==> config.mk <==
export PLATFORM = sky130hd
export DESIGN_NAME = param_odd_even_sorter
export DESIGN_NICKNAME = d
export VERILOG_FILES = /design/src/rtl/param_odd_even_sorter_pkg.sv /design/src/rtl/param_odd_even_sorter_cmp_exchange_cell.sv /design/src/rtl/param_odd_even_sorter.sv
export SDC_FILE = /design/constraint.sdc
export NUM_CORES = 1
export LEC_CHECK = 0
export CORE_UTILIZATION = 31
export DETAILED_ROUTE_END_ITERATION = 10
export REMOVE_ABC_BUFFERS = 1
export SYNTH_ARGS = -nofsm -noshare
export SYNTH_HDL_FRONTEND = slang
export SYNTH_SLANG_ARGS = --single-unit
==> constraint.sdc <==
create_clock -name clk -period 8 [get_ports clk]
set_clock_uncertainty 0.2 [all_clocks]
set_input_delay 2 -clock clk [delete_from_list [all_inputs] [get_ports clk]]
set_output_delay 2 -clock clk [all_outputs]
set_load 0.005 [all_outputs]
==> src/rtl/param_odd_even_sorter_pkg.sv <==
// param_odd_even_sorter_pkg: shared types and compare helper for the odd-even sorter
//   MAX_W   : widest element the compare helper handles (DATA_W must not exceed it)
//   wide_t  : element container that every DATA_W is widened into before comparing
//   state_t : sorter control states
//   greater : strict a > b, two's-complement when sgn = 1, unsigned otherwise
package sorter_pkg;

    localparam int MAX_W = 64;

    typedef logic [MAX_W-1:0] wide_t;

    typedef enum logic [1:0] {
        IDLE,
        SORT,
        DONE
    } state_t;

    // Callers widen both operands the same way (sign- or zero-extend), so
    // comparing the widened values gives the DATA_W-wide result.
    function automatic logic greater(input wide_t a, input wide_t b, input logic sgn);
        return sgn ? ($signed(a) > $signed(b)) : (a > b);
    endfunction

endpackage

==> src/rtl/param_odd_even_sorter_cmp_exchange_cell.sv <==
// cmp_exchange_cell: combinational compare-swap of one element pair
//   lo, hi         : pair inputs (lo is the lower lane index)
//   descending     : 0 = put the smaller value in lo, 1 = put the larger value in lo
//   en             : 0 = pass both values straight through
//   lo_out, hi_out : pair outputs
module cmp_exchange_cell
    import sorter_pkg::*;
#(
    parameter int DATA_W     = 16,
    parameter bit SIGNED_CMP = 1
) (
    input  logic [DATA_W-1:0] lo,
    input  logic [DATA_W-1:0] hi,
    input  logic              descending,
    input  logic              en,
    output logic [DATA_W-1:0] lo_out,
    output logic [DATA_W-1:0] hi_out
);

    wide_t lo_w;
    wide_t hi_w;
    logic  swap;

    // Strict compare: equal values never swap, which keeps the sort stable.
    always_comb begin
        lo_w   = SIGNED_CMP ? wide_t'($signed(lo)) : wide_t'(lo);
        hi_w   = SIGNED_CMP ? wide_t'($signed(hi)) : wide_t'(hi);
        swap   = en & (descending ? greater(hi_w, lo_w, SIGNED_CMP) : greater(lo_w, hi_w, SIGNED_CMP));
        lo_out = swap ? hi : lo;
        hi_out = swap ? lo : hi;
    end

endmodule

==> src/rtl/param_odd_even_sorter.sv <==
// param_odd_even_sorter: odd-even transposition sorter with valid/ready on both sides
//   clk, rst               : clock, synchronous active-high reset
//   in_valid/in_ready      : input handshake; in_data lane i = bits [(i+1)*DATA_W-1 : i*DATA_W]
//   descending             : sort order, sampled only at the input handshake
//   out_valid/out_ready    : output handshake; out_data uses the same lane packing
//   max_out, min_out       : extreme elements of the sorted vector
//   busy                   : high while phases are running
module param_odd_even_sorter
    import sorter_pkg::*;
#(
    parameter int NUM_ELEM   = 8,
    parameter int DATA_W     = 16,
    parameter bit SIGNED_CMP = 1
) (
    input  logic                       clk,
    input  logic                       rst,
    input  logic                       in_valid,
    output logic                       in_ready,
    input  logic [NUM_ELEM*DATA_W-1:0] in_data,
    input  logic                       descending,
    output logic                       out_valid,
    input  logic                       out_ready,
    output logic [NUM_ELEM*DATA_W-1:0] out_data,
    output logic [DATA_W-1:0]          max_out,
    output logic [DATA_W-1:0]          min_out,
    output logic                       busy
);

    localparam int CNT_W  = $clog2(NUM_ELEM + 1);
    localparam int N_EVEN = NUM_ELEM / 2;
    localparam int N_ODD  = (NUM_ELEM - 1) / 2;

    state_t            state;
    logic              desc;
    logic [CNT_W-1:0]  phase;
    logic              capture;
    logic [DATA_W-1:0] e       [NUM_ELEM];
    logic [DATA_W-1:0] in_elem [NUM_ELEM];
    logic [DATA_W-1:0] even_n  [NUM_ELEM];
    logic [DATA_W-1:0] odd_n   [NUM_ELEM];

    // In DONE the sorter can take a new vector exactly when the old result leaves.
    assign in_ready = !rst && (state == IDLE || (state == DONE && out_ready));
    assign capture  = in_valid && in_ready;

    for (genvar i = 0; i < NUM_ELEM; i++) begin : g_lane
        assign in_elem[i]                        = in_data[i*DATA_W +: DATA_W];
        assign out_data[i*DATA_W +: DATA_W]      = e[i];
    end

    // Even network: pairs (0,1), (2,3), ...
    for (genvar i = 0; i < N_EVEN; i++) begin : g_even
        cmp_exchange_cell #(
            .DATA_W     (DATA_W),
            .SIGNED_CMP (SIGNED_CMP)
        ) u_cell (
            .lo         (e[2*i]),
            .hi         (e[2*i+1]),
            .descending (desc),
            .en         (!phase[0]),
            .lo_out     (even_n[2*i]),
            .hi_out     (even_n[2*i+1])
        );
    end

    if (NUM_ELEM % 2 == 1) begin : g_even_tail
        assign even_n[NUM_ELEM-1] = e[NUM_ELEM-1];
    end

    // Odd network: pairs (1,2), (3,4), ...; lane 0 never has a partner here.
    for (genvar i = 0; i < N_ODD; i++) begin : g_odd
        cmp_exchange_cell #(
            .DATA_W     (DATA_W),
            .SIGNED_CMP (SIGNED_CMP)
        ) u_cell (
            .lo         (e[2*i+1]),
            .hi         (e[2*i+2]),
            .descending (desc),
            .en         (phase[0]),
            .lo_out     (odd_n[2*i+1]),
            .hi_out     (odd_n[2*i+2])
        );
    end

    assign odd_n[0] = e[0];

    if (NUM_ELEM % 2 == 0) begin : g_odd_tail
        assign odd_n[NUM_ELEM-1] = e[NUM_ELEM-1];
    end

    // The largest value sits at the end the order pushes it towards.
    assign max_out = desc ? e[0] : e[NUM_ELEM-1];
    assign min_out = desc ? e[NUM_ELEM-1] : e[0];

    always_ff @(posedge clk) begin
        if (rst) begin
            state     <= IDLE;
            desc      <= 1'b0;
            phase     <= '0;
            out_valid <= 1'b0;
            busy      <= 1'b0;
            for (int i = 0; i < NUM_ELEM; i++) e[i] <= '0;
        end else begin
            case (state)
                IDLE, DONE: begin
                    if (capture) begin
                        e         <= in_elem;
                        desc      <= descending;
                        phase     <= '0;
                        busy      <= 1'b1;
                        out_valid <= 1'b0;
                        state     <= SORT;
                    end else if (state == DONE && out_ready) begin
                        out_valid <= 1'b0;
                        state     <= IDLE;
                    end
                end
                SORT: begin
                    for (int i = 0; i < NUM_ELEM; i++) e[i] <= phase[0] ? odd_n[i] : even_n[i];
                    phase <= phase + 1'b1;
                    if (phase == CNT_W'(NUM_ELEM - 1)) begin
                        busy      <= 1'b0;
                        out_valid <= 1'b1;
                        state     <= DONE;
                    end
                end
                default: state <= IDLE;
            endcase
        end
    end

endmodule
# --- Yosys cells after proc, flatten, opt, wreduce, memory -nomap -nowiden ---
# Index checks and enable logic that the tools add are counted.
# W data, S select, Z words.
classes:
  addsub: 1
  magnitude_cmp: 14
  eq_ne: 16
  muxes: 46
  bitwise: 7
  n_reduce_logical: 22
ops:
  columns: ["cell", "n"]
  rows:
  - ["$mux W16", 24]
  - ["$pmux W128 S2", 1]
  - ["$gt A16 B16 Y1", 14]
  - ["$mux W128", 1]
  - ["$reduce_and A4 Y1", 8]
  - ["$ne A3 B2 Y1 const B", 7]
  - ["$mux W1", 12]
  - ["$pmux W4 S2", 1]
  - ["$and A1 B1 Y1", 7]
  - ["$mux W2", 3]
  - ["$ne A2 B2 Y1 const B", 3]
  - ["$reduce_and A2 Y1", 3]
  - ["$reduce_and A3 Y1", 2]
  - ["$add A4 B1 Y4 const B", 1]
  - ["$eq A4 B3 Y1 const B", 1]
  - ["$mux W4", 1]
  - ["$ne A2 B1 Y1 const B", 2]
  - ["$pmux W1 S2", 2]
  - ["$pmux W2 S2", 1]
  - ["$logic_and A1 B1 Y1", 3]
  - ["$ne A3 B3 Y1 const B", 1]
  - ["$eq A2 B1 Y1 const B", 1]
  - ["$eq A2 B2 Y1 const B", 1]
  - ["$logic_not A1 Y1", 2]
  - ["4 further kinds", 4]
word_totals:
  reg_bits: 137
  out_inout_bits: 163
  wordCells: 119

# --- Logic depth before layout (Yosys ltp) ---
# Gate-level depths: netlist (run 1).
depth:
  depth_word: 7
  ltp_mapped: 11
  ltp_nobuf: 10

# --- Modules after synthesis ---
# Synthesis (run 1) repeated with hierarchy kept, for this count alone.
unflattened:
  cells_unflattened: 1459
  hier_area_um2: 14043.5
modules_own_cells:
  columns: ["module", "n_inst", "cells_each", "area_per_inst_um2", "seq_area_each_um2"]
  rows:
  - ["param_odd_even_sorter", 1, 801, 7273.2, 2742.6]
  - ["cmp_exchange_cell", 7, 94, 967.2, 0.0]

# --- Least setup slack after synthesis (run 1) ---
# Ideal clock, no wire load.
synth_timing:
  kind: "in2out"
  from: "input rst"
  to: "output in_ready"
  t_arrival_ns: 2.400
  required_ns: 5.800
  path_slack_ns: 3.400
  path_stages: 2
  n_path_buf: 1
  path_cell_list: "clkbuf_1 > a211oi_2"
synth_between:
  elab_chain_cells: 2
synth_rtl:
  columns: ["item", "line", "text"]
  rows:
  - ["start, declared", "param_odd_even_sorter.sv:16", "input logic rst,"]
  - ["$logic_not A1 Y1", "param_odd_even_sorter.sv:43", "assign in_ready = !rst && (state == IDLE || (state == DONE && out_ready));"]
  - ["$logic_and A1 B1 Y1", "param_odd_even_sorter.sv:43", null]
  - ["end, declared", "param_odd_even_sorter.sv:18", "output logic in_ready,"]
# No other way between the ends.

# --- Worst setup path after layout (run 1) ---
layout_timing:
  from: "input out_ready"
  to: "output in_ready"
layout_between:
  elab_chain_cells: 3
layout_rtl:
  columns: ["item", "line", "text"]
  rows:
  - ["start, declared", "param_odd_even_sorter.sv:22", "input logic out_ready,"]
  - ["$logic_and A1 B1 Y1", "param_odd_even_sorter.sv:43", null]
  - ["$logic_or A1 B1 Y1", "param_odd_even_sorter.sv:43", null]
  - ["$logic_and A1 B1 Y1", "param_odd_even_sorter.sv:43", null]
# No other way between the ends.

==> impl_metrics.toml, run 1 <==
[outcome]
status = "finished with violations"
violations = "design-rule violations"

[global_routing]
antenna_found_initial = 0
grt_first_pass_wirelength_um = 63100
grt_pass1_vias = 10500
grt_overflow_total = 0
grt_usage_pct = 22.6
grt_max_degree = 170

[floorplanning]
ioPinCount = 296
rows = 69
design.die.area_um2 = 37100
fp.dieH_um = 193
start_util_pct = 31.6
die_width_um = 193
core_um2 = 35700

[pwr]
comb_power_share_pct = 50.5
p_sw_share_pct = 41.5
p_per_area_nw_per_um2 = 269
ir_drop_mv = 0.164
p_leak_uw = 0.00593
power_switching_uw = 1700
p_seq_share_pct = 27.7
p_int_uw = 2390
clockPowerShare_pct = 21.9

[route]
routedWlPerCell_um = 20.2
firstDrtPassIters = 8
drt_iter0_markers = 712
drtAntennaViolNets = 0
vias = 11000
wl_um = 42600
post-route-drc-count = 36
drt-vias-per-instance = 5.22

[timing]
slew_headroom_pct = 25.6
worstMarginPinSlew_ps = 1090
setup_ws_ps = 2450
finalCritPeriodShare_pct = 69.4
fmax_mhz = 180
slew_viol_final = 0
finalSetupViolCount = 0
rsz0062_at_grt = "no"
holdWs_ps = 295
hold_viol = 0
fin_crit_ps = 5550

[yosys]
synthTopCellsByArea = "dfxtp_1, mux2i_1, ha_1"
synth_top_area_share_pct = 24.4
synthMuxAreaShare_pct = 19.7
synth_largest_area_cell = "dfxtp_1"
synth_top_family_by_area = "multiplexers"
seq_area_frac_synth_pct = 24.4
async_reset_ff_share_pct = 0
yosys_most_used_dff = "dfxtp_1"
netlist_area_um2 = 11300
syn_inst = 1399
ys_warn_count = 0
syn_area_per_cell_um2 = 8.04
yosys.area_share.adder_pct = 12.6
synth_edf_count = 0
synth_compound_area_share_pct = 17.8
synth_xor_area_share_pct = 0.233
synth_cell_types = 58
yosys.area_share.simple_pct = 17.9
ys_seq_elements = 137

[critical_path]
required_ps = 5800
endpoint = "in_ready"
path_max_fanout = 3
critPathKind = "input pin to output pin"
cp-start-kind = "input pin"
r2r_end = "out_data[116]"
arrival_ps = 3350
r2r_cells = 9
rr_startpoint = "out_data[127]"
crit_start = "out_ready"
end_kind = "output pin"
r2r_setup_slack_ps = 3570

[clocking]
root_buffer = "clkbuf_16"
htree_levels = 4
cts.path.max_buffers = 2
clk_pin_slew_ps = 70
post_cts_buffers = 0
hold_buffers = 0
cts_buffers = 17
cts_tree = "yes"
cts_resized = 0
clk_latency_ps = 440
numClockSinks = 137

[final_layout]
n_fill_cell = 3567
final_area_um2 = 15200
final_nets = 1882
syn2layout_area_growth_pct = 34.8
layout-drive-gt1-share_pct = 5.83
diodes = 0
multi_input_area_um2 = 7720
seq_area_um2 = 2750

[placement]
place_congestion = 0.862
place_area_um2 = 14500
io_buffers = 295
dp_hpwl_um = 31000
post-place-ws_ps = 2460

[worst_hold_path]
worstHoldPathType = "flip-flop to flip-flop"

[job]
cap_violations = 0
## how the worst min path moves through the flow
stage                         start   endpoint  slack [ps]  depth (start not counted)
after floorplan            phase[3]   phase[3]         250                          2
after global placement     phase[3]   phase[3]         270                          2
after detailed placement  out_valid  out_valid         280                          2
after CTS                 out_valid  out_valid         290                          2
after global routing       phase[1]   phase[1]         310                          2
final                      phase[1]   phase[1]         290                          2
## final cells by class
class                      instances  share of cell area (%)
clock buffer                      18                    2.89
clock inverter                    12                    1.32
inverter                         117                    2.89
multi-input combinational       1056                    50.8
sequential                       137                    18.1
tap                              461                    3.80
timing repair buffer             307                    20.1
## power by group through the flow
| stage | clock, uW | sequential (uW) | combinational [uW] |
|---|---|---|---|
| 6_report | 894 | 1130 | 2060 |
| 2_1_floorplan | 0 | 1040 | 1200 |
| 4_1_cts | 912 | 1130 | 2070 |
| 3_3_place_gp | 0 | 1150 | 2020 |
| 3_5_place_dp | 0 | 1150 | 2060 |
| 5_1_grt | 938 | 1160 | 2260 |
## Yosys cell counts, types with 5 or more instances
cell type and number:
mux2i_1 180, buf_2 7, nand4_1 23, o21ai_0 44, buf_1 9, dfxtp_1 137
nor3_1 5, nand3_1 15, ha_1 113, buf_4 6, nor2b_1 8, nor2_1 144
a21oi_1 98, nand2_1 141, inv_1 117, o211ai_1 6, clkbuf_1 63, nand2b_1 86
mux2_2 32, a211o_1 98
## routing by layer
layer / vias to the layer above / share of wire [%] / GRT usage (%)
li1: 5357 / - / -
met1: 5235 / 44 / 28.9
met2: 333 / 47 / 37.3
met3: 69 / 6.0 / 4.47
met4: 0 / 3.2 / 8.48
met5: - / 0 / 0
## layout by cell type, fill, tap and decap left out, types with 2 or more instances in the layout
| cell type | Yosys | layout |
|---|---|---|
| mux2_1 | 4 | 4 |
| nand2b_1 | 86 | 85 |
| o21bai_1 | 3 | 3 |
| nand4_1 | 23 | 23 |
| clkinv_2 | 0 | 2 |
| dfxtp_1 | 137 | 135 |
| nand3b_1 | 2 | 2 |
| a21oi_1 | 98 | 98 |
| o21a_1 | 4 | 4 |
| ha_1 | 113 | 113 |
| inv_1 | 117 | 117 |
| mux2_2 | 32 | 32 |
| xnor2_1 | 3 | 3 |
| nand2_1 | 141 | 141 |
| a2bb2oi_4 | 0 | 2 |
| a211oi_1 | 2 | 2 |
| a21oi_4 | 1 | 2 |
| a211o_1 | 98 | 98 |
| o21ai_0 | 44 | 44 |
| nor2_1 | 144 | 144 |
| nand3_1 | 15 | 15 |
| buf_4 | 6 | 11 |
| bufinv_16 | 0 | 5 |
| clkinv_4 | 0 | 2 |
| nor3_1 | 5 | 5 |
| mux2i_1 | 180 | 180 |
| or2_2 | 4 | 4 |
| o211ai_1 | 6 | 6 |
| nor4_1 | 3 | 3 |
| and4_1 | 4 | 4 |
| clkdlybuf4s50_1 | 0 | 294 |
| a21o_1 | 4 | 4 |
| clkinvlp_4 | 0 | 3 |
| a21boi_0 | 4 | 4 |
| nor2b_1 | 8 | 7 |
| clkbuf_16 | 0 | 17 |
## state kept, by name (all words and copies together), names as in the netlist
signal and flops:
out_data 128, desc 1, phase 4, out_valid 1, state 2, busy 1
## stage by stage
step | utilization (%) | instances | TNS (ps) | total power [uW]
final | 42.6 | 2108 | 0 | 4090
after global routing | 42.6 | 2108 | 0 | 4350
after CTS | 42.6 | 2108 | 0 | 4120
after detailed placement | 40.8 | 2078 | 0 | 3200
after global placement | 40.8 | 2078 | 0 | 3160
after floorplan | - | 1310 | -257660 | 2240
## kinds of logic (layout without fill, tap and decap cells)
group	Yosys count	in the layout
flops	137	137
xor+xnor	3	3
fa+ha+maj	113	113
mux	217	217
simple gates	438	438
buf+inv	206	454
compound gates	285	285
## worst max-delay path, cell delays in order
cell             delay, ps
clkdlybuf4s50_1        480
inv_1                   70
a211oi_2               260
clkdlybuf4s50_1        550
No activity file was read; power rests on OpenSTA's default activity.
==> run 2, diff against run 1 <==
==> constraint.sdc (replaced) <==
create_clock -name clk -period 5.7 [get_ports clk]
set_clock_uncertainty 0.2 [all_clocks]
set_input_delay 1.425 -clock clk [delete_from_list [all_inputs] [get_ports clk]]
set_output_delay 1.425 -clock clk [all_outputs]
set_load 0.005 [all_outputs]
==> run 2 against run 1 <==
- design area decreased by 0.35%
- critical path depth did not move
- largest cell class unchanged
- via count shrank 0.55%
- critical path type unchanged
- highest routed layer unchanged
- clock power is 28% higher
- flip-flop and latch count unchanged
- the run still ends with design-rule violations left
- die area unchanged
- combinational power up 40%
- hold slack got worse by 9.8 ps
- final cell count barely moved
==> impl_metrics.toml, run 2 (synthesized netlist as in run 1, its figures left out) <==
[final_layout]
final_cell_mix = "clkdlybuf4s50_1, mux2i_1, nor2_1"
seq_area_um2 = 2750
final_area_um2 = 15100
n_fill_cell = 3622
largest_register_ffs = 128
syn2layout_area_growth_pct = 34.4
layout-drive-gt1-share_pct = 5.64
multi_input_area_um2 = 7720
final_nets = 1882
final_common_cell = "clkdlybuf4s50_1"

[pwr]
p_sw_share_pct = 42.1
p_per_area_nw_per_um2 = 372
ir_drop_mv = 0.199
p_int_uw = 3260
power_switching_uw = 2370
clockPowerShare_pct = 20.3
p_seq_share_pct = 28.3
p_leak_uw = 0.00590
comb_power_share_pct = 51.4
total_power_uw = 5630

[global_routing]
grt_pass1_vias = 10600
grt_first_pass_wirelength_um = 63400
grt_max_degree = 178
grt_overflow_total = 0
grt_usage_pct = 22.7
antenna_found_initial = 1

[critical_path]
critPathKind = "input pin to output pin"
path_cells = "clkdlybuf4s50_1 > inv_1 > a211oi_2 > clkdlybuf4s50_1"
crit_top_cell = "clkdlybuf4s50_1"
required_ps = 4070
end_kind = "output pin"
slowest_stage = "clkdlybuf4s50_1"
cp-start-kind = "input pin"
path_max_fanout = 3
critPathMaxStageDelay_ps = 550
arrival_ps = 2800

[job]
cap_violations = 0

[placement]
place_area_um2 = 14500
place_congestion = 0.852
dp_hpwl_um = 31200
io_buffers = 295

[floorplanning]
fp.dieH_um = 193
start_util_pct = 31.6
core_um2 = 35700
ioPinCount = 296
design.die.area_um2 = 37100
die_width_um = 193
rows = 69

[clocking]
hold_buffers = 0
root_buffer = "clkbuf_16"
clk_pin_slew_ps = 60
post_cts_buffers = 0
clk_latency_ps = 420
cts_tree = "yes"
cts.path.max_buffers = 2
numClockSinks = 137
htree_levels = 4
cts_buffers = 17
cts_resized = 0

[timing]
worstMarginPinSlew_ps = 1020
slew_viol_final = 0
finalSetupViolCount = 0
slew_headroom_pct = 31.7
finalCritPeriodShare_pct = 77.6
hold_viol = 0
fin_setup_tns_ps = 0
rsz0062_at_grt = "no"
fin_crit_ps = 4420
fmax_mhz = 226

[outcome]
status = "finished with violations"
violations = "design-rule violations"

[route]
drt-vias-per-instance = 5.18
post-route-drc-count = 36
dr_wl_met2_um = 20300
vias = 10900
met1Wirelength_um = 19500
routedWlPerCell_um = 20.3
firstDrtPassIters = 9
wl_um = 42800
met3RoutedLength_um = 2190
drt_iter0_markers = 711
drtAntennaViolNets = 0
routed.top_layer = "met4"

[worst_hold_path]
worstHoldPathType = "flip-flop to flip-flop"
## run 2: cell count changes in the layout (fill, tap and decap cells not counted), sizes merged
cell	delta
diode	+1
clkinvlp	-1
clkinv	-2
clkbuf	+7
bufinv	-3
## run 2: per-stage QoR
step | util (%) | setup slack, ps | std cells | hold WS, ps
after floorplan | - | -4810 | 1310 | 251
after global placement | 40.8 | 1140 | 2078 | 256
after detailed placement | 40.8 | 1050 | 2078 | 278
after CTS | 42.4 | 1280 | 2109 | 288
after global routing | 42.4 | 1230 | 2110 | 321
final | 42.4 | 1280 | 2110 | 285
## run 2: layer usage
| metal | GRT usage (%) | vias to the layer above |
|---|---|---|
| met5 | 0 | - |
| met4 | 6.36 | 0 |
| met3 | 3.49 | 49 |
| met2 | 38.0 | 329 |
| met1 | 29.9 | 5203 |
| li1 | - | 5353 |
## run 2: area by class of cell
type / instances / share of cell area [%]
Clock inverter: 6 / 0.587
Sequential cell: 137 / 18.2
Inverter: 117 / 2.90
Clock buffer: 25 / 3.28
Timing Repair Buffer: 307 / 20.2
Antenna cell: 1 / 0.0165
Multi-Input combinational cell: 1056 / 51.0
Tap cell: 461 / 3.81
## run 2: worst paths after layout
check	slack (ps)	depth (start not counted)	endpoint	startpoint
worst max-delay path	1280	4	in_ready	out_ready
worst min-delay path	290	2	phase[3]	phase[3]
worst max register to register	1570	11	out_data[4]	out_data[7]
worst min register to register	290	2	phase[3]	phase[3]
## run 2: worst max-delay path: cells and delay by family
kind | cells | cell delay, ps
AOI/OAI and AO/OA | 1 | 280
buffers and inverters | 3 | 1090
## run 2: power by group through the flow
stage                     registers, uW  clock network, uW  logic (uW)
after floorplan                    1460                  0        1690
after global placement             1610                  0        2850
after detailed placement           1610                  0        2890
after CTS                          1590               1170        2910
after global routing               1630               1210        3180
final                              1590               1140        2890
